## config.mk

```make
export PLATFORM = sky130hd
export DESIGN_NAME = pipe_stage_reg
export DESIGN_NICKNAME = d
export VERILOG_FILES = /design/src/rtl/pipe_stage_reg.sv
export SDC_FILE = /design/constraint.sdc
export NUM_CORES = 1
export LEC_CHECK = 0
export BUFFER_PORTS_ARGS = -buffer_cell sky130_fd_sc_hd__buf_2
export CAP_MARGIN = 0
export CORE_UTILIZATION = 57
export DETAILED_ROUTE_END_ITERATION = 10
export PLACE_DENSITY = 0.94
export SYNTH_ARGS = -nofsm -noshare
export SYNTH_HDL_FRONTEND = slang
export SYNTH_SLANG_ARGS = --single-unit
```

## constraint.sdc

```tcl
create_clock -name clk -period 5 [get_ports clk]
set_clock_uncertainty 0.05 [all_clocks]
set_input_delay 0.5 -clock clk [delete_from_list [all_inputs] [get_ports clk]]
set_output_delay 0.5 -clock clk [all_outputs]
set_load 0.02 [all_outputs]
```

## src/rtl/pipe_stage_reg.sv

```systemverilog
// Generic inter-stage pipeline register with a valid/ready handshake.
// SKID=1 adds a second entry so that in_ready is registered and the stage
// keeps full throughput under backpressure. SKID=0 is a single register
// whose in_ready is combinational from out_ready.
// The control field is held at zero whenever the main entry is invalid,
// so a bubble never carries live write enables downstream.
module pipe_stage_reg #(
  parameter int DATA_W = 16,
  parameter int CTRL_W = 8,
  parameter bit SKID   = 1'b1
) (
  input  logic              clk,
  input  logic              rst,
  input  logic              flush,
  input  logic              in_valid,
  output logic              in_ready,
  input  logic [DATA_W-1:0] in_data,
  input  logic [CTRL_W-1:0] in_ctrl,
  output logic              out_valid,
  input  logic              out_ready,
  output logic [DATA_W-1:0] out_data,
  output logic [CTRL_W-1:0] out_ctrl,
  output logic [1:0]        occupancy
);

  // Main entry drives the outputs; skid entry holds the overflow entry.
  logic              main_valid_q, main_valid_d;
  logic [DATA_W-1:0] main_data_q,  main_data_d;
  logic [CTRL_W-1:0] main_ctrl_q,  main_ctrl_d;
  logic              skid_valid_q, skid_valid_d;
  logic [DATA_W-1:0] skid_data_q,  skid_data_d;
  logic [CTRL_W-1:0] skid_ctrl_q,  skid_ctrl_d;

  logic accept;
  logic drain;

  // Ready is suppressed while reset is held so no handshake can complete.
  generate
    if (SKID) begin : g_skid_ready
      assign in_ready = !rst && !skid_valid_q;
    end else begin : g_comb_ready
      assign in_ready = !rst && (out_ready || !main_valid_q);
    end
  endgenerate

  assign accept = in_valid && in_ready;
  assign drain  = main_valid_q && out_ready;

  // Next-state selection: flush wins, then fill, refill, overflow or drain.
  always_comb begin
    main_valid_d = main_valid_q;
    main_data_d  = main_data_q;
    main_ctrl_d  = main_ctrl_q;
    skid_valid_d = skid_valid_q;
    skid_data_d  = skid_data_q;
    skid_ctrl_d  = skid_ctrl_q;
    if (flush) begin
      // Payload bits may stay stale; only valid and ctrl are cleared.
      main_valid_d = 1'b0;
      main_ctrl_d  = '0;
      skid_valid_d = 1'b0;
      skid_ctrl_d  = '0;
    end else if (!main_valid_q) begin
      if (accept) begin
        main_valid_d = 1'b1;
        main_data_d  = in_data;
        main_ctrl_d  = in_ctrl;
      end
    end else if (skid_valid_q) begin
      // Full: in_ready is low, so the only move is skid -> main on drain.
      if (drain) begin
        main_data_d  = skid_data_q;
        main_ctrl_d  = skid_ctrl_q;
        skid_valid_d = 1'b0;
        skid_ctrl_d  = '0;
      end
    end else if (accept && drain) begin
      main_data_d = in_data;
      main_ctrl_d = in_ctrl;
    end else if (SKID && accept) begin
      skid_valid_d = 1'b1;
      skid_data_d  = in_data;
      skid_ctrl_d  = in_ctrl;
    end else if (drain) begin
      main_valid_d = 1'b0;
      main_ctrl_d  = '0;
    end
  end

  // State registers with asynchronous clear of every held entry.
  always_ff @(posedge clk or posedge rst) begin
    if (rst) begin
      main_valid_q <= 1'b0;
      main_data_q  <= '0;
      main_ctrl_q  <= '0;
      skid_valid_q <= 1'b0;
      skid_data_q  <= '0;
      skid_ctrl_q  <= '0;
    end else begin
      main_valid_q <= main_valid_d;
      main_data_q  <= main_data_d;
      main_ctrl_q  <= main_ctrl_d;
      skid_valid_q <= skid_valid_d;
      skid_data_q  <= skid_data_d;
      skid_ctrl_q  <= skid_ctrl_d;
    end
  end

  assign out_valid = main_valid_q;
  assign out_data  = main_data_q;
  assign out_ctrl  = main_ctrl_q;
  assign occupancy = {1'b0, main_valid_q} + {1'b0, skid_valid_q};

endmodule
```

==> impl_metrics.toml <==
[outcome]
status = "completed"

[setup_path]
cp.required_ns = 5.15
crit_fanout = 31
cp.depth = 4
slowest_delay_ns = 1.00
slowest_stage = "a221oi_4"
r2r_end = "out_data[15]"
worstSetupEndpointType = "register"
regToRegStartpoint = "skid_valid_q"
cp_top_family = "compound AO/OA/AOI/OAI gates"
crit_start = "skid_valid_q"
reg2regPathDepth = 4
start_kind = "register"
path_buf_inv = 0
crit_arrival_ns = 2.91
worstSetupPathType = "reg2reg"
crit_chain = "or3b_1, a221oi_4, nand2_1, mux2_2"
r2r_slack_ns = 2.24

[power]
finalPower_uw = 969.6
cellPowerDensity_nw_per_um2 = 353.4
leakage_nw = 1.391
ir_drop_mv = 0.2542

[floorplanning]
dieArea_um2 = 4392
die_h_um = 66.28
rows = 22
initial_core_util = 0.6199
die_w_um = 66.28
core_um2 = 3799
io-pin-count = 57

[cts]
clk_pin_slew_ns = 0.09
post_cts_resized = 0
clk_latency_ns = 0.31
htreeDepth = 2
clock_path_buffers = 2
cts_hold_buf = 0
post-cts-setup-buffers = 0
cts_made_buffers = 5
cts_tree = "done"
clock_sinks = 50
cts_root_buffer = "clkbuf_8"

[timing]
setup_tns_ns = 0
min_period_ns = 2.756
relSlewSlack = 0.2257
setup_viol = 0
fin_crit_sh = 0.5512
tightest_slew_ns = 1.161
hold_viol = 0
slew_viol_final = 0
rsz0062_at_grt = "false"
fmax_mhz = 362.9

[detailed_routing]
ant_nets = 0
dr.pass1.iters = 4
routedWlPerCell_um = 16.47
drc = 0
vias = 1776
vias_per_cell = 5.842
dr.first_iter.drc_count = 140
wirelength_mm = 5.007

[global_routing]
grt_pass1_vias = 1776
track_usage = 0.2548
antenna_found_initial = 0
grt_max_degree = 52
grt_pass1_wl_mm = 8.135
grt_remaining_overflow = 0

[logic_synthesis]
syn-cell-area_um2 = 2355
synth-seq-area-share = 0.5313
synth_enable_flop_cells = 0
ys_types = 28
postSynth.asyncResetShare = 1.000
syn_nets = 235
syn_avg_cell_area_um2 = 11.54
syn_inst = 204
ys_ff_latch = 50
synth_flop_cell = "dfrtp_1"
ys_warn_count = 0

[placement]
place.gp.congestion = 0.7496
portBuffers = 56
place_hpwl_mm = 3.493

[hold_path]
min_from = "in_data[1]"
hold_path_class = "in2reg"
holdPathEnd = "skid_data_q[1]"
hold_depth = 2

[job]
max_cap_violations = 0

[finish]
fillCellCount = 247
final_nets = 286
antenna-diode-count = 0
syn_to_final_growth_pct = 16.52
drive_gt1_frac = 0.3594
routing by layer:
metal | GRT usage | up-vias | part of all wire
met5 | 0 | - | 0
met4 | 0.1223 | 0 | 0.019
met3 | 0.05690 | 11 | 0.048
met2 | 0.4082 | 55 | 0.49
met1 | 0.3268 | 870 | 0.44
li1 | - | 840 | -
registers in the layout, indices dropped and copies added, names as in the netlist:
signal and count:
out_data 16, skid_data_q 16, out_ctrl 8, skid_ctrl_q 8
out_valid 1, skid_valid_q 1
report_power, final:
part	switching [mW]	leakage, nW	internal [mW]
registers	0.0391	0.620	0.469
clock network	0.134	0.0441	0.0983
logic	0.137	0.727	0.0922
cells in the mapped netlist, types with 2 or more instances:
library cell / number / share of area
dfrtp_1: 50 / 0.53
buf_2: 6 / 0.013
o21ai_1: 2 / 0.0043
a32oi_1: 3 / 0.011
nand2_1: 10 / 0.016
o21ai_0: 3 / 0.0064
ha_1: 2 / 0.011
mux2_4: 7 / 0.045
mux2i_1: 20 / 0.085
a22oi_1: 3 / 0.0096
a21oi_1: 23 / 0.049
a311oi_1: 2 / 0.0074
mux2_2: 14 / 0.067
inv_1: 11 / 0.018
clkbuf_1: 6 / 0.0096
a31oi_1: 15 / 0.040
nor2_1: 12 / 0.019
a22o_1: 3 / 0.011
nand3_1: 3 / 0.0064
per-stage QoR:
step	cell area, µm²	hold WS, ns	utilization	worst slack (ns)	instances
global route	2744	0.3769	0.7223	2.082	304
finish	2744	0.3804	0.7223	2.244	304
global placement	2654	0.4339	0.6986	2.354	296
CTS	2744	0.3794	0.7223	2.281	304
floorplan	2355	0.4173	-	2.906	204
detailed placement	2654	0.4418	0.6986	2.254	296
worst max-delay path by stage:
stage | endpoint | slack (ns)
6_report | out_data[15] | 2.24
2_1_floorplan | skid_data_q[0] | 2.91
5_1_grt | out_data[15] | 2.08
3_5_place_dp | out_data[15] | 2.25
3_3_place_gp | out_data[15] | 2.35
4_1_cts | out_data[15] | 2.28
cells by family after synthesis:
| logic type | Yosys count | synth area share |
|---|---|---|
| multiplexers | 41 | 0.1966 |
| buffers and inverters | 24 | 0.04463 |
| AND/OR/NAND/NOR | 29 | 0.06164 |
| flip-flops | 50 | 0.5313 |
| AO/OA/AOI/OAI | 58 | 0.1552 |
| adder cells (fa/ha/maj) | 2 | 0.01063 |
cell type report:
cell class / instances / area, µm² / share of cell area
flip-flops and latches: 50 / 1251 / 0.4560
clock buffers: 5 / 68.82 / 0.02508
inverters: 11 / 41.29 / 0.01505
multi-input cells: 130 / 1013 / 0.3694
well taps: 48 / 60.06 / 0.02189
repair buffers: 57 / 287.8 / 0.1049
clock inverters: 3 / 21.27 / 0.007752
cells in the final DEF (no fill, tap or decap), types with 5 or more instances in the layout:
cell | Yosys | layout
a21oi_1 | 23 | 23
a31oi_1 | 15 | 15
buf_2 | 6 | 56
clkbuf_8 | 0 | 5
dfrtp_1 | 50 | 50
inv_1 | 11 | 10
mux2_2 | 14 | 14
mux2_4 | 7 | 7
mux2i_1 | 20 | 20
nand2_1 | 10 | 10
nor2_1 | 12 | 12
Note: power is estimated with default switching activity, not from simulation.
